File: src/rtl/mailbox_pkg.sv
// Shared definitions for the mailbox responder: register map, FSM states, STATUS layout.
package mailbox_pkg;

  localparam logic [3:0] REG_TXDATA = 4'h0;
  localparam logic [3:0] REG_RXDATA = 4'h1;
  localparam logic [3:0] REG_STATUS = 4'h2;
  localparam logic [3:0] REG_FLUSH  = 4'h3;

  localparam int unsigned STATUS_EMPTY_BIT = 0;
  localparam int unsigned STATUS_FULL_BIT  = 1;
  localparam int unsigned STATUS_COUNT_LSB = 16;

  typedef enum logic {
    IDLE,
    HOLD
  } state_t;

  // STATUS word: {count[15:0], 14'b0, full, empty}
  function automatic logic [31:0] status_word(input logic [15:0] cnt, input logic full,
                                              input logic empty);
    logic [31:0] w;
    w = '0;
    w[STATUS_COUNT_LSB +: 16] = cnt;
    w[STATUS_FULL_BIT]        = full;
    w[STATUS_EMPTY_BIT]       = empty;
    return w;
  endfunction

endpackage

File: src/rtl/mbox_fifo.sv
// Single-clock show-ahead FIFO backing one CPU's receive mailbox.
module mbox_fifo #(
  parameter int unsigned W = 32,
  parameter int unsigned D = 8
) (
  input  logic                   clk,
  input  logic                   rst,
  input  logic                   push,
  input  logic                   pop,
  input  logic                   flush,
  input  logic [W-1:0]           wdata,
  output logic [W-1:0]           rdata,
  output logic [$clog2(D+1)-1:0] count,
  output logic                   full,
  output logic                   empty
);

  localparam int unsigned AW = $clog2(D);
  localparam int unsigned CW = $clog2(D+1);

  logic [W-1:0]  r_mem [D];
  logic [AW-1:0] r_wptr;
  logic [AW-1:0] r_rptr;
  logic [CW-1:0] r_count;
  logic          w_push_ok;
  logic          w_pop_ok;

  assign full      = (r_count == CW'(D));
  assign empty     = (r_count == '0);
  assign count     = r_count;
  assign rdata     = r_mem[r_rptr];
  assign w_push_ok = push & ~full;
  assign w_pop_ok  = pop & ~empty;

  // Storage array; contents need no reset since pointers define validity.
  always_ff @(posedge clk) begin
    if (w_push_ok) begin
      r_mem[r_wptr] <= wdata;
    end
  end

  // Pointer and occupancy update; the top guarantees at most one event per cycle.
  always_ff @(posedge clk or posedge rst) begin
    if (rst) begin
      r_wptr  <= '0;
      r_rptr  <= '0;
      r_count <= '0;
    end else if (flush) begin
      r_wptr  <= '0;
      r_rptr  <= '0;
      r_count <= '0;
    end else if (w_push_ok) begin
      r_wptr  <= r_wptr + 1'b1;
      r_count <= r_count + 1'b1;
    end else if (w_pop_ok) begin
      r_rptr  <= r_rptr + 1'b1;
      r_count <= r_count - 1'b1;
    end
  end

endmodule

File: src/rtl/mailbox_resp.sv
// Mailbox responder: decodes the arbitrated request, services per-CPU FIFOs, and
// returns data/error with a four-phase one-hot ack.
module mailbox_resp
  import mailbox_pkg::*;
#(
  parameter int unsigned W_WIDTH_SYS = 32,
  parameter int unsigned N_NUMB_CPU  = 4,
  parameter int unsigned D_DEPTH     = 8
) (
  input  logic                   clk,
  input  logic                   rst,
  input  logic [N_NUMB_CPU-1:0]  req_i,
  input  logic [W_WIDTH_SYS-1:0] addr_i,
  input  logic [W_WIDTH_SYS-1:0] data_i,
  input  logic                   write_i,
  input  logic [31:0]            numb_cpu_i,
  output logic [W_WIDTH_SYS-1:0] rdata_o,
  output logic                   err_o,
  output logic [N_NUMB_CPU-1:0]  ack_o,
  output logic [N_NUMB_CPU-1:0]  irq_o
);

  localparam int unsigned IW = $clog2(N_NUMB_CPU);
  localparam int unsigned CW = $clog2(D_DEPTH+1);

  state_t                 r_state, w_state_d;
  logic [W_WIDTH_SYS-1:0] r_rdata, w_rdata_d;
  logic                   r_err, w_err_d;
  logic [N_NUMB_CPU-1:0]  r_ack, w_ack_d;

  logic [N_NUMB_CPU-1:0]  w_push, w_pop, w_flush;
  logic [N_NUMB_CPU-1:0]  w_full, w_empty;
  logic [W_WIDTH_SYS-1:0] w_head  [N_NUMB_CPU];
  logic [CW-1:0]          w_count [N_NUMB_CPU];

  logic [3:0]             w_reg;
  logic [3:0]             w_tgt;
  logic [IW-1:0]          w_self;
  logic [IW-1:0]          w_tgt_idx;
  logic                   w_req;
  logic                   w_cpu_ok;
  logic                   w_tgt_ok;
  logic                   w_unused;

  assign w_reg     = addr_i[11:8];
  assign w_tgt     = addr_i[3:0];
  assign w_self    = numb_cpu_i[IW-1:0];
  assign w_tgt_idx = w_tgt[IW-1:0];
  assign w_req     = |req_i;
  assign w_cpu_ok  = (numb_cpu_i < N_NUMB_CPU);
  assign w_tgt_ok  = (32'(w_tgt) < N_NUMB_CPU);

  // Address bits outside reg/tgt and upper CPU-index bits are intentionally ignored.
  assign w_unused = ^{addr_i[W_WIDTH_SYS-1:12], addr_i[7:4], numb_cpu_i[31:IW]};

  assign rdata_o = r_rdata;
  assign err_o   = r_err;
  assign ack_o   = r_ack;
  assign irq_o   = ~w_empty;

  for (genvar g = 0; g < N_NUMB_CPU; g++) begin : g_fifo
    mbox_fifo #(
      .W (W_WIDTH_SYS),
      .D (D_DEPTH)
    ) u_fifo (
      .clk   (clk),
      .rst   (rst),
      .push  (w_push[g]),
      .pop   (w_pop[g]),
      .flush (w_flush[g]),
      .wdata (data_i),
      .rdata (w_head[g]),
      .count (w_count[g]),
      .full  (w_full[g]),
      .empty (w_empty[g])
    );
  end

  // Next-state, FIFO strobes and response values; one FIFO action per handshake.
  always_comb begin
    w_state_d = r_state;
    w_rdata_d = r_rdata;
    w_err_d   = r_err;
    w_ack_d   = r_ack;
    w_push    = '0;
    w_pop     = '0;
    w_flush   = '0;
    unique case (r_state)
      IDLE: begin
        w_err_d = 1'b0;
        w_ack_d = '0;
        if (w_req && !w_cpu_ok) begin
          // Bad requester: error pulse only, no ack, no FIFO action.
          w_err_d = 1'b1;
        end else if (w_req) begin
          w_state_d = HOLD;
          w_ack_d   = N_NUMB_CPU'(1) << w_self;
          w_rdata_d = '0;
          w_err_d   = 1'b1;
          unique case (w_reg)
            REG_TXDATA: begin
              if (write_i && w_tgt_ok && !w_full[w_tgt_idx]) begin
                w_push[w_tgt_idx] = 1'b1;
                w_err_d           = 1'b0;
              end
            end
            REG_RXDATA: begin
              if (!write_i && !w_empty[w_self]) begin
                w_pop[w_self] = 1'b1;
                w_rdata_d     = w_head[w_self];
                w_err_d       = 1'b0;
              end
            end
            REG_STATUS: begin
              if (!write_i) begin
                w_rdata_d = W_WIDTH_SYS'(status_word(16'(w_count[w_self]), w_full[w_self],
                                                     w_empty[w_self]));
                w_err_d   = 1'b0;
              end
            end
            REG_FLUSH: begin
              if (write_i) begin
                w_flush[w_self] = 1'b1;
                w_err_d         = 1'b0;
              end
            end
            default: ;
          endcase
        end
      end
      HOLD: begin
        if (!w_req) begin
          w_state_d = IDLE;
          w_ack_d   = '0;
          w_err_d   = 1'b0;
        end
      end
      default: w_state_d = IDLE;
    endcase
  end

  // Response and state registers; reset drops ack/err immediately.
  always_ff @(posedge clk or posedge rst) begin
    if (rst) begin
      r_state <= IDLE;
      r_rdata <= '0;
      r_err   <= 1'b0;
      r_ack   <= '0;
    end else begin
      r_state <= w_state_d;
      r_rdata <= w_rdata_d;
      r_err   <= w_err_d;
      r_ack   <= w_ack_d;
    end
  end

endmodule

File: config.mk
export PLATFORM = sky130hd
export DESIGN_NAME = mailbox_resp
export DESIGN_NICKNAME = d
export VERILOG_FILES = /design/src/rtl/mailbox_pkg.sv /design/src/rtl/mbox_fifo.sv /design/src/rtl/mailbox_resp.sv
export SDC_FILE = /design/constraint.sdc
export NUM_CORES = 1
export LEC_CHECK = 0
export CAP_MARGIN = 0
export CORE_UTILIZATION = 65
export DETAILED_ROUTE_END_ITERATION = 6
export GPL_ROUTABILITY_DRIVEN = 0
export MAX_ROUTING_LAYER = met4
export PLACE_DENSITY_LB_ADDON = 0.05
export SYNTH_ARGS = -nofsm -noshare
export SYNTH_HDL_FRONTEND = slang
export SYNTH_SLANG_ARGS = --single-unit
File: constraint.sdc
create_clock -name clk -period 12.2 [get_ports clk]
set_clock_uncertainty 0.1 [all_clocks]
set_input_delay 2.44 -clock clk [delete_from_list [all_inputs] [get_ports clk]]
set_output_delay 2.44 -clock clk [all_outputs]
set_load 0.01 [all_outputs]
# --- Word-level counts from Yosys, hierarchy flattened ---
# Memories as Yosys holds them, arrays and structs flattened.
# Cells that the tools add are included.
totals:
  latchBits: 0
  ff_bits: 78
  n_memories: 4
  out_inout_bits: 41
  ramBits: 1024
  romBits: 0
memory_table:
  columns: ["memory", "depth", "width", "rd", "rd_clocked_by_memory_dff", "write_ports", "line_no", "rtl"]
  rows:
  - ["g_fifo[0].u_fifo.r_mem", 8, 32, 1, 0, 1, "mbox_fifo.sv:21", "logic [W-1:0] r_mem [D];"]
  - ["g_fifo[1].u_fifo.r_mem", 8, 32, 1, 0, 1, "mbox_fifo.sv:21", null]
  - ["g_fifo[2].u_fifo.r_mem", 8, 32, 1, 0, 1, "mbox_fifo.sv:21", null]
  - ["g_fifo[3].u_fifo.r_mem", 8, 32, 1, 0, 1, "mbox_fifo.sv:21", null]
classes:
  div: 0
  multipliers: 0
  order_cmp: 7
  shift: 1
  mux: 90
  add_sub_neg: 16
  n_reduce_logical: 33
  eq_ne: 12
  bitwise_logic: 20
ops:
  columns: ["operator", "n"]
  rows:
  - ["two-way mux 4 bit", 32]
  - ["two-way mux 32 bit", 3]
  - ["binary-select mux 32 bit (select 2 bit)", 1]
  - ["case mux 32 bit (2 select lines)", 1]
  - ["two-way mux 3 bit", 20]
  - ["less-than comparator 32 x 3 -> 1 bit (second input constant)", 1]
  - ["adder 3 x 1 -> 3 bit (second input constant)", 8]
  - ["two-way mux 1 bit", 22]
  - ["logical NOT 4 bit", 5]
  - ["two-way mux 20 bit", 1]
  - ["adder 4 x 1 -> 4 bit (second input constant)", 4]
  - ["== test 4 bit (second input constant)", 4]
  - ["nonzero test 2 bit", 8]
  - ["subtractor 4 x 1 -> 4 bit (second input constant)", 4]
  - ["nonzero test 3 bit", 4]
  - ["inequality test 2 bit (second input constant)", 5]
  - ["NOT 1 bit", 10]
  - ["bitwise AND 1 bit", 8]
  - ["binary-select mux 4 bit (select 2 bit)", 1]
  - ["== test 4 x 2 -> 1 bit (second input constant)", 2]
  - ["case mux 4 bit (2 select lines)", 1]
  - ["AND reduction 2 bit", 4]
  - ["binary-select mux 1 bit (select 2 bit)", 3]
  - ["logical AND 1 bit", 6]
  - ["14 further kinds", 21]

# --- Depth between registers and ports, before layout ---
# Gate-level depths: netlist of the first run.
depth:
  word_depth: 14
  depth_mapped: 11
  depth_no_buf: 9

# --- Modules after synthesis ---
# Synthesis of the first run repeated with hierarchy kept, for this count alone.
hier_totals:
  hier_cells: 2068
  hier_area_um2: 44531.5
modules_own_cells:
  columns: ["mod", "instances", "area_each_um2", "cells_each"]
  rows:
  - ["mbox_fifo (g_fifo[0].u_fifo ...)", 2, 10373.7, 456]
  - ["mbox_fifo (g_fifo[2].u_fifo ...)", 2, 10338.7, 456]
  - ["mailbox_resp", 1, 3106.7, 244]

# --- Worst setup path before layout of the first run ---
# OpenSTA, ideal clock, no wires.
synth_timing:
  path_kind: "input -> register"
  startpoint: "input numb_cpu_i[30]"
  endpoint: "memory g_fifo[2].u_fifo.r_mem[0][0] (enable)"
  cell_stages: 5
  setup_slack_ps: 4765
  n_path_buf: 0
  arrival_time_ps: 6834
  path_cell_list: "nor4_1 > nand4_2 > nor3_2 > nand2_1 > nor4_1"
synth_via:
  elab_chain_cells: 8
synth_lines:
  columns: ["element", "line_no", "rtl"]
  rows:
  - ["from (decl)", "mailbox_resp.sv:16", "input logic [31:0] numb_cpu_i,"]
  - ["less-than comparator 32 x 3 -> 1 bit", "mailbox_resp.sv:50", "assign w_cpu_ok = (numb_cpu_i < N_NUMB_CPU);"]
  - ["logical NOT 1 bit", "mailbox_resp.sv:92", "if (w_req && !w_cpu_ok) begin"]
  - ["logical AND 1 bit", "mailbox_resp.sv:92", null]
  - ["two-way mux 4 bit", "mailbox_resp.sv:92", null]
  - ["two-way mux 4 bit", "mailbox_resp.sv:88", "unique case (r_state)"]
  - ["bitwise AND 1 bit", "mbox_fifo.sv:32", "assign w_push_ok = push & ~full;"]
  - ["two-way mux 1 bit", "mbox_fifo.sv:37", "if (w_push_ok) begin"]
  - ["two-way mux 1 bit (implied by the code)", "mbox_fifo.sv:38", "r_mem[r_wptr] <= wdata;"]
  - ["to (decl)", "mbox_fifo.sv:21", null]
# No other way between the ends.

# --- Final worst setup path of the first run ---
layout_timing:
  startpoint: "input numb_cpu_i[29]"
  endpoint: "memory g_fifo[0].u_fifo.r_mem[4][30] (enable)"
layout_via:
  elab_chain_cells: 8
layout_lines:
  columns: ["element", "line_no"]
  rows:
  - ["less-than comparator 32 x 3 -> 1 bit", "mailbox_resp.sv:50"]
  - ["logical NOT 1 bit", "mailbox_resp.sv:92"]
  - ["logical AND 1 bit", "mailbox_resp.sv:92"]
  - ["two-way mux 4 bit", "mailbox_resp.sv:92"]
  - ["two-way mux 4 bit", "mailbox_resp.sv:88"]
  - ["bitwise AND 1 bit", "mbox_fifo.sv:32"]
  - ["two-way mux 1 bit", "mbox_fifo.sv:37"]
  - ["two-way mux 1 bit (implied by the code)", "mbox_fifo.sv:38"]
  - ["to (decl)", "mbox_fifo.sv:21"]
# No other way between the ends.

==> metrics, run 1 <==
library cell with the largest summed area after synthesis sky130_fd_sc_hd__edfxtp_1; static leakage power 15.29 nW; cts bufs inserted 104; Detail Route Antenna Nets 0; area of combinational cells with multiple inputs 10,230 µm²; clock insertion delay at the later pin of the skew report 0.66 ns; kind of start point of the critical path input pin; overall die height 260.1 µm; final routed DRC violation total 0; overall routed net length around 100 mm; VDD IR-drop max 0.0001381 V; Syn Area/Cell 20.92 µm²; commonest cells in the netlist sky130_fd_sc_hd__edfxtp_1, sky130_fd_sc_hd__mux4_2, sky130_fd_sc_hd__mux2i_1; cell count after synthesis 2,070; cells traversed along the worst timing path clkdlybuf4s50_1, nor4_1, nand4_2, nor3_2, nand4_1, nor2_4, buf_4; non-filler cells, final 3,195; CTS tree yes; final period demand of the worst path 6.120 ns; setup repair after global routing missed its margin false; clock group share of total power 42.5%; Top Family by Delay on Critical Path simple AND/OR/NAND/NOR gates; final worst-path cycle share 50.17%; vias in the first global route between 20,000 and 25,000; total number of vias around 22,000; Chip Width 260.1 µm; root buffer selected by CTS sky130_fd_sc_hd__clkbuf_16; cts-stage hold buffer count 0; Std-Cell Core Area 65,860 µm²; wire per inst 32.01 µm; Final #Nets 2,368; share of power burned in combinational logic 1.6%; Post-Synthesis Cell Area 43,300 µm²; Max-Cap Viols 0; count of buffers inserted at the top-level ports 119; slew at the pin closest to its max-slew limit 1.120 ns; master of the slowest instance on the critical path sky130_fd_sc_hd__nor3_2; wire length of the first global-routing pass 148.7 mm; number of antenna violations at the first check in global routing 1; largest net degree at the start of global routing 66; number of cell rows between 90 and 100; Iter 0 DRT Violations between 2,000 and 3,000; number of max-slew violations in the final report 0; H-tree depth 3; Layout fillers 3,645; met1 usage in global routing 44.53%; Post-Route Setup TNS 0 ns; Async S/R FF share, synth 7.078%; PwrDens 150.4 nW/µm²; category of the most critical setup path input pin to register; Crit path largest cell delay 0.83 ns; switching power share of the total 19.29%; dominant cells by area after synthesis sky130_fd_sc_hd__edfxtp_1, sky130_fd_sc_hd__mux4_2, sky130_fd_sc_hd__dfrtp_1; post-placement cell count roughly 3,000; Die Footprint 67,650 µm²; WP data arrival 6.33 ns; Hold Fails Final Rpt 0; area growth from synthesis to final layout 13.32%; detailed-placement wirelength estimate 54.94 mm; yosys warns 0; Unique masters post-synth 56; starting density of the core 65.74%; layout cell share with drive strength beyond 1 23.99%; register area 32,730 µm²; clock input transition at the sequential cells of the worst setup and hold paths 0.06 ns; overall track demand over capacity in global routing 32.24%; Top FF cell, synth sky130_fd_sc_hd__edfxtp_1; IO Pins 144; area fraction of the dominant cell type after synthesis 71.02%; maximum root-to-sink buffer count 3; Relative slew margins 25.08%; run status complete, no violations; grt ovf 0; number of clock sinks 1,102; nets in the synthesized netlist 2,193; number of enable flip-flop cells after synthesis 1,024; most heavily used metal layer in global routing met2; post-CTS setup buffers 0; kind of end point of the critical path register; FF+latch count, synth 1,102; Resized cells post-CTS 0; worst min-delay path category register to register; most frequently used cell type in the post-synthesis netlist sky130_fd_sc_hd__edfxtp_1; number of failing setup endpoints in the final timing report 0; worst endpoint required time 12.41 ns; buffer and inverter count on the worst path 2; CP Max Fanout 17; GR Util met3 5.760%; switching power of the nets 0.001424 W; met2 Track Usage GR 50.26%; via count normalized by instance count 6.908; Pre-antenna DRT Iters 5; proportion of power drawn by flip-flops and latches 56.0%; cell-internal power 0.005957 W; timing-limited maximum frequency between 150 and 200 MHz; sequential fraction of the synthesis area 75.53%
==> final timing paths <==
| kind | startpoint | endpoint | slack, ns | cells after the start |
|---|---|---|---|---|
| setup / recovery | numb_cpu_i[29] | g_fifo[0].u_fifo.r_mem[4][30]$_DFFE_PP_ | 6.08 | 7 |
| hold / removal | ack_o[3]$_DFFE_PP0P_ | ack_o[3]$_DFFE_PP0P_ | 0.38 | 2 |
| setup reg to reg | r_state$_DFF_PP0_ | g_fifo[0].u_fifo.r_mem[4][30]$_DFFE_PP_ | 8.22 | 6 |
| hold reg to reg | ack_o[3]$_DFFE_PP0P_ | ack_o[3]$_DFFE_PP0P_ | 0.38 | 2 |
| max in group asynchronous | rst | g_fifo[3].u_fifo.r_rptr[1]$_DFFE_PP0P_ | 8.58 | 3 |
| min in group asynchronous | rst | rdata_o[25]$_DFFE_PP0P_ | 2.10 | 2 |
==> sequential cells by signal, indices dropped and copies added, names as in the netlist <==
name                  cells
g_fifo.u_fifo.count      16
err_o                     1
ack_o                     4
rdata_o                  32
g_fifo.u_fifo.r_rptr     12
g_fifo.u_fifo.r_mem    1024
g_fifo.u_fifo.r_wptr     12
r_state                   1
==> through the flow <==
stage | total power [W] | hold slack [ns] | util (%) | instance area, µm² | setup slack (ns)
2_1_floorplan | 0.004234 | 0.4105 | - | 43300 | 4.765
3_3_place_gp | 0.004319 | 0.3619 | 69.48 | 45760 | 5.621
3_5_place_dp | 0.004325 | 0.3724 | 69.48 | 45760 | 5.497
4_1_cts | 0.007408 | 0.3853 | 74.49 | 49060 | 6.172
5_1_grt | 0.007557 | 0.4097 | 74.50 | 49070 | 5.902
6_report | 0.007380 | 0.3834 | 74.50 | 49070 | 6.080
==> power groups by stage <==
stage / logic (W) / registers (W) / clock network (W)
after floorplan: 0.0000254 / 0.00421 / 0
after global placement: 0.000109 / 0.00421 / 0
after detailed placement: 0.000115 / 0.00421 / 0
after CTS: 0.000115 / 0.00413 / 0.00316
after global routing: 0.000124 / 0.00413 / 0.00330
final: 0.000116 / 0.00413 / 0.00313
==> cells in the final DEF (no fill, tap or decap), drive strengths merged, types with 4 or more instances in the layout <==
cell type | netlist | final
clkbuf | 51 | 141
nor2 | 34 | 34
nand2b | 15 | 15
and4 | 11 | 11
clkinv | 0 | 39
nor2b | 6 | 6
a21o | 4 | 4
mux4 | 262 | 262
bufinv | 0 | 7
a21oi | 27 | 27
mux2 | 34 | 34
nand3 | 15 | 15
o31ai | 30 | 30
inv | 26 | 27
dfrtp | 78 | 78
clkdlybuf4s50 | 0 | 119
nand2 | 62 | 62
ha | 16 | 16
and2 | 5 | 5
or4b | 4 | 4
fa | 4 | 4
o21ai | 53 | 53
xnor2 | 9 | 9
nor4 | 21 | 21
mux2i | 81 | 81
nand4 | 15 | 15
edfxtp | 1024 | 1024
buf | 57 | 58
nor3 | 27 | 27
o22ai | 30 | 30
or3 | 10 | 10
a22oi | 32 | 32
==> kinds of logic (layout without fill, tap and decap cells) <==
| family | count (synthesis) | after routing | share of synthesized area, % |
|---|---|---|---|
| buf+inv | 134 | 394 | 1.349 |
| compound gates | 184 | 184 | 2.647 |
| fa+ha+maj | 20 | 20 | 0.6473 |
| xor+xnor | 10 | 10 | 0.2023 |
| mux | 377 | 377 | 16.38 |
| flops | 1102 | 1102 | 75.53 |
| simple gates | 243 | 243 | 3.242 |
| other cells | 0 | 1 | 0 |
==> layer usage <==
layer  share of wire [%]  routed length, µm  vias up
met3                  10              10390      181
met2                  49              50190     1261
li1                    -                  -     9002
met5                   0                  0        -
met4                 2.7               2722        0
met1                  38              38970    11630
==> layout make-up <==
cell class	count	area share (%)
timing repair buffer	177	3.315
tap	864	2.203
inverter	26	0.2015
sequential	1102	66.70
multi-input combinational	834	20.85
clock inverter	50	0.8670
clock buffer	141	5.860
antenna	1	0.005100
==> tightest hold or removal path, stage by stage (launching register included) <==
cell                      delay [ns]
sky130_fd_sc_hd__dfrtp_1        0.34
sky130_fd_sc_hd__nand2_1        0.05
sky130_fd_sc_hd__o21ai_1        0.06
No activity file was read; power rests on OpenSTA's default activity.
==> inputs of run 2 (changes only) <==
- CORE_UTILIZATION: 65 -> 61
- clock period: 12.2 -> 6.4 ns (I/O delays scaled with it)
==> run 2 against run 1 <==
Net effect: register-to-register slack got worse by 5.5 ns; die area rose by 6.5%; via count fell by 1.0%; cell area rose by 1.7%; critical path depth did not move; worst setup slack got worse by 4.3 ns; total power rose by 100%; final cell count rose by 2.8%; critical endpoint is now g_fifo[0].u_fifo.r_mem[6][26]$_DFFE_PP_.
==> metrics, run 2 (synthesis gave the netlist of run 1 again) <==
largest net degree at the start of global routing 67 (+1.5%); number of antenna violations at the first check in global routing 0 (-1); number of flip-flops in the largest register 1,024 (unchanged); Resized cells post-CTS 0 (unchanged); run status complete, no violations; cts bufs inserted 109 (+4.8%); non-filler cells, final 3,285 (+2.8%); grt ovf 0 (unchanged); number of max-slew violations in the final report 0 (unchanged); area growth from synthesis to final layout 15.23%; PwrDens 298.8 nW/µm² (+99%); maximum root-to-sink buffer count 3 (unchanged); number of cell rows 97 (+3.2%); layout cell share with drive strength beyond 1 24.99% (+1.0 points); timing-limited maximum frequency 218.2 MHz; GR Util met3 4.758% (-1.0 points); number of clock sinks 1,102 (unchanged); Die Footprint 72,050 µm² (+6.5%); kind of end point of the critical path register; final period demand of the worst path 4.584 ns; overall routed net length 101.2 mm (-1.0%); worst endpoint required time 6.65 ns (-5.76 ns); Hold Fails Final Rpt 0 (unchanged); Max-Cap Viols 0 (unchanged); category of the most critical setup path input pin to register; largest register by flop count g_fifo.u_fifo.r_mem; post-CTS setup buffers 0 (unchanged); clock input transition at the sequential cells of the worst setup and hold paths 0.06 ns (about the same); cts-stage hold buffer count 0 (unchanged); total number of vias 21,840 (-1.0%); Relative slew margins 19.89% (-5.2 points); Crit path largest cell delay 0.76 ns (-0.07 ns); overall die height 268.4 µm (+3.2%); kind of start point of the critical path input pin; master of the slowest instance on the critical path sky130_fd_sc_hd__nor2_4; post-placement cell count 3,084 (+2.7%); CP Max Fanout 17 (unchanged); final worst-path cycle share 71.62%; static leakage power 15.60 nW (+2.0%); Chip Width 268.4 µm (+3.2%); Post-Route Setup TNS 0 ns (unchanged); Core Util, Final 71.12% (-3.4 points); Iter 0 DRT Violations 2,548 (-8.0%); IO Pins 144 (unchanged); Final #Nets 2,378 (+0.42%); number of failing setup endpoints in the final timing report 0 (unchanged); Top Family by Delay on Critical Path simple AND/OR/NAND/NOR gates; Layout fillers 4,299 (+18%); hold_ws 0.3942 ns (+0.01085 ns); worst min-delay path category register to register; setup repair after global routing missed its margin false; Pre-antenna DRT Iters 5 (unchanged); final routed DRC violation total 0 (unchanged); via count normalized by instance count 6.649 (-3.8%); overall track demand over capacity in global routing 29.97% (-2.3 points); CTS tree yes; met1 usage in global routing 42.21% (-2.3 points); VDD IR-drop max 0.0002907 V (+110%); Std-Cell Core Area 70,150 µm² (+6.5%); cells traversed along the worst timing path clkdlybuf4s50_1, nor4_1, nand4_2, nor3_2, nand4_1, nor2_4, buf_12; wire per inst 30.82 µm (-3.7%); H-tree depth 3 (unchanged); WP data arrival 4.83 ns (-1.50 ns); clock insertion delay at the later pin of the skew report 0.67 ns (about the same); diode count 0 (-1); wire length of the first global-routing pass 147.9 mm (-0.55%); starting density of the core 61.72% (-4.0 points); Detail Route Antenna Nets 0 (unchanged); leading cell types in the layout, fill and taps excluded sky130_fd_sc_hd__edfxtp_1, sky130_fd_sc_hd__mux4_2, sky130_fd_sc_hd__clkdlybuf4s50_1; buffer and inverter count on the worst path 2 (unchanged); most common cell after layout, fill and taps aside sky130_fd_sc_hd__edfxtp_1; slew at the pin closest to its max-slew limit 1.198 ns (+0.07768 ns); most heavily used metal layer in global routing met2; vias in the first global route 22,270 (-0.23%); root buffer selected by CTS sky130_fd_sc_hd__clkbuf_16; count of buffers inserted at the top-level ports 119 (unchanged); detailed-placement wirelength estimate 57.82 mm (+5.2%); met2 Track Usage GR 45.69% (-4.6 points)
==> run 2: cell count changes in the layout (fill, tap and decap cells not counted), sizes merged <==
cell / before / now
inv: 27 / 28
clkbuf: 141 / 130
diode: 1 / 0
bufinv: 7 / 24
buf: 58 / 63
clkinvlp: 3 / 6
==> run 2: tightest hold or removal path, delay by kind of cell, from the launching register on <==
| kind | cells | cell delay, ns |
|---|---|---|
| flops | 1 | 0.35 |
| compound gates | 1 | 0.06 |
| simple gates | 1 | 0.05 |
==> run 2: routing by layer <==
layer | up-vias | routed length [µm]
met2 | 1052 | 48440
met1 | 11560 | 41060
li1 | 9025 | -
met5 | - | 0
met3 | 202 | 8251
met4 | 0 | 3491
==> run 2: where the power goes <==
part / total, W / internal, W / switching (W)
registers: 0.00788 / 0.00787 / 0.0000000703
clock network: 0.00681 / 0.00415 / 0.00266
logic: 0.000224 / 0.0000610 / 0.000163
==> run 2: per-stage QoR <==
| stage | instance area, µm² | total power, W | worst slack [ns] |
|---|---|---|---|
| 6_report | 49890 | 0.01491 | 1.816 |
| 5_1_grt | 49890 | 0.01526 | 1.607 |
| 4_1_cts | 49890 | 0.01499 | 1.797 |
| 3_5_place_dp | 46050 | 0.008250 | 1.139 |
| 3_3_place_gp | 46050 | 0.008235 | 1.199 |
| 2_1_floorplan | 43300 | 0.008071 | 0.1247 |
==> run 2: cell type report <==
type                       instances  area, µm²  area share (%)
clock buffer                     130       2859           5.731
clock inverter                    71      979.7           1.964
inverter                          26      98.84          0.1981
multi-input combinational        834      10230           20.51
sequential                      1102      32730           65.60
tap                              940       1176           2.357
timing repair buffer             182       1814           3.636
==> run 2: path summary, 6_finish.rpt <==
path / cells past startpoint / start / slack (ns) / to
worst min-delay path: 2 / rdata_o[25]$_DFFE_PP0P_ / 0.39 / rdata_o[25]$_DFFE_PP0P_
min in group asynchronous: 2 / rst / 0.98 / g_fifo[3].u_fifo.count[1]$_DFFE_PP0P_
worst min register to register: 2 / rdata_o[25]$_DFFE_PP0P_ / 0.39 / rdata_o[25]$_DFFE_PP0P_
worst max register to register: 6 / r_state$_DFF_PP0_ / 2.72 / g_fifo[0].u_fifo.r_mem[6][26]$_DFFE_PP_
max in group asynchronous: 3 / rst / 4.05 / g_fifo[3].u_fifo.r_rptr[1]$_DFFE_PP0P_
worst max-delay path: 7 / numb_cpu_i[23] / 1.82 / g_fifo[0].u_fifo.r_mem[6][26]$_DFFE_PP_
==> inputs of run 3 (changes only) <==
- clock period: 6.4 -> 4.3 ns (I/O delays scaled with it)
==> run 3 against run 2 <==
Net effect: critical path depth up 1; worst setup slack lost 0.96 ns; first-iteration DRC count is 16% lower; clock power rose by 42%; critical endpoint is now g_fifo[1].u_fifo.r_mem[1][9]$_DFFE_PP_.
==> metrics, run 3 (synthesis gave the netlist of run 1 again) <==
run status complete, no violations; vias in the first global route 22,500 (+1.0%); Max-Cap Viols 0 (unchanged); CP Max Fanout 27 (+10); Hold Startpoint rdata_o[25]$_DFFE_PP0P_; non-filler cells, final 3,338 (+1.6%); Detail Route Antenna Nets 0 (unchanged); Die Footprint 72,050 µm² (unchanged); clock insertion delay at the later pin of the skew report 0.67 ns (about the same); Pre-antenna DRT Iters 5 (unchanged); PwrDens 431.3 nW/µm² (+44%); timing-limited maximum frequency 290.0 MHz; H-tree depth 3 (unchanged); Iter 0 DRT Violations 2,130 (-16%); total number of vias 22,050 (+0.97%); post-CTS setup buffers 0 (unchanged); final routed DRC violation total 0 (unchanged); overall die height 268.4 µm (unchanged); layout cell share with drive strength beyond 1 26.69% (+1.7 points); Final #Nets 2,432 (+2.3%); IO Pins 144 (unchanged); number of flip-flops in the largest register 1,024 (unchanged); most common cell after layout, fill and taps aside sky130_fd_sc_hd__edfxtp_1; Resized cells post-CTS 0 (unchanged); cts bufs inserted 109 (unchanged); root buffer selected by CTS sky130_fd_sc_hd__clkbuf_16; Hold Fails Final Rpt 0 (unchanged); Layout Cell Area excl Fill 50,350 µm² (+0.93%); detailed-placement wirelength estimate 61.29 mm (+6.0%); cts-stage hold buffer count 0 (unchanged); number of antenna violations at the first check in global routing 0 (unchanged); starting density of the core 61.72% (unchanged); area growth from synthesis to final layout 16.29%; startpoint of the worst-slack reg-to-reg timing path g_fifo[3].u_fifo.count[1]$_DFFE_PP0P_; kind of start point of the critical path input pin; wire length of the first global-routing pass 148.4 mm (+0.37%); static leakage power 15.80 nW (+1.3%); kind of end point of the critical path register; final period demand of the worst path about 3.4 ns; grt ovf 0 (unchanged); number of cell rows 97 (unchanged); post-placement cell count 3,138 (+1.8%); post-place instance area 46,670 µm² (+1.4%); number of failing setup endpoints in the final timing report 0 (unchanged); CTS tree yes; wire per inst 30.60 µm (-0.72%); via count normalized by instance count 6.607 (-0.64%); final worst-path cycle share 80.19%; count of buffers inserted at the top-level ports 119 (unchanged); category of the most critical setup path input pin to register; worst setup path start numb_cpu_i[31]; Std-Cell Core Area 70,150 µm² (unchanged); worst min-delay path category register to register; VDD IR-drop max 0.0004936 V (+70%); overall track demand over capacity in global routing 30.21% (+0.24 points); Relative slew margins 18.55% (-1.3 points); Chip Width 268.4 µm (unchanged); diode count 0 (unchanged); largest register by flop count g_fifo.u_fifo.r_mem; worst endpoint required time 4.55 ns (-2.10 ns); overall routed net length 102.1 mm (+0.88%); maximum root-to-sink buffer count 3 (unchanged); setup repair after global routing missed its margin false; largest net degree at the start of global routing 54 (-19%); number of clock sinks 1,102 (unchanged); clock input transition at the sequential cells of the worst setup and hold paths 0.06 ns (about the same); WP data arrival 3.70 ns (-1.13 ns); number of max-slew violations in the final report 0 (unchanged); hold_ws 0.3843 ns (-0.009892 ns); leading cell types in the layout, fill and taps excluded sky130_fd_sc_hd__edfxtp_1, sky130_fd_sc_hd__mux4_2, sky130_fd_sc_hd__clkdlybuf4s50_1; slew at the pin closest to its max-slew limit 1.218 ns (+0.02003 ns)
-- run 3: area by class of cell --
| type | count | area [µm²] |
|---|---|---|
| Sequential cell | 1102 | 32730 |
| Fill cell | 4231 | 19800 |
| Multi-Input combinational cell | 834 | 10290 |
| Clock buffer | 140 | 2927 |
| Timing Repair Buffer | 236 | 2382 |
| Tap cell | 940 | 1176 |
| Clock inverter | 60 | 752.0 |
| Inverter | 26 | 98.84 |
-- run 3: metal layers --
layer	track usage, %	wire (µm)
met1	40.80	39960
met4	10.90	3610
met5	-	0
met3	4.922	8253
met2	47.41	50320
-- run 3: stage by stage --
| stage | power, W | setup TNS (ns) | setup slack [ns] | util (%) |
|---|---|---|---|---|
| after floorplan | 0.01201 | -149.85 | -0.7155 | - |
| after global placement | 0.01227 | 0 | 0.2746 | 66.53 |
| after detailed placement | 0.01229 | 0 | 0.1673 | 66.53 |
| after CTS | 0.02184 | 0 | 0.8655 | 71.78 |
| after global routing | 0.02225 | 0 | 0.6284 | 71.78 |
| final | 0.02172 | 0 | 0.8520 | 71.78 |
-- run 3: critical path: stages --
cell	delay, ns
sky130_fd_sc_hd__clkdlybuf4s50_1	0.40
sky130_fd_sc_hd__nor4_1	0.45
sky130_fd_sc_hd__and4_1	0.54
sky130_fd_sc_hd__buf_4	0.29
sky130_fd_sc_hd__and2_1	0.17
sky130_fd_sc_hd__nand3_1	0.32
sky130_fd_sc_hd__nor3_4	0.33
sky130_fd_sc_hd__buf_12	0.29
-- run 3: where the power goes --
group | switching, W | internal [W]
registers | 0.000000119 | 0.0117
clock network | 0.00398 | 0.00567
logic | 0.000241 | 0.0000981
total | 0.00422 | 0.0175
-- run 3: final timing paths --
check / end / slack (ns) / cells after the start
setup reg to reg: g_fifo[3].u_fifo.count[3]$_DFFE_PP0P_ / 1.31 / 9
hold reg to reg: rdata_o[25]$_DFFE_PP0P_ / 0.38 / 2
max in group asynchronous: g_fifo[0].u_fifo.r_rptr[1]$_DFFE_PP0P_ / 2.75 / 3
setup / recovery: g_fifo[1].u_fifo.r_mem[1][9]$_DFFE_PP_ / 0.85 / 8
min in group asynchronous: rdata_o[25]$_DFFE_PP0P_ / 0.62 / 2
hold / removal: rdata_o[25]$_DFFE_PP0P_ / 0.38 / 2
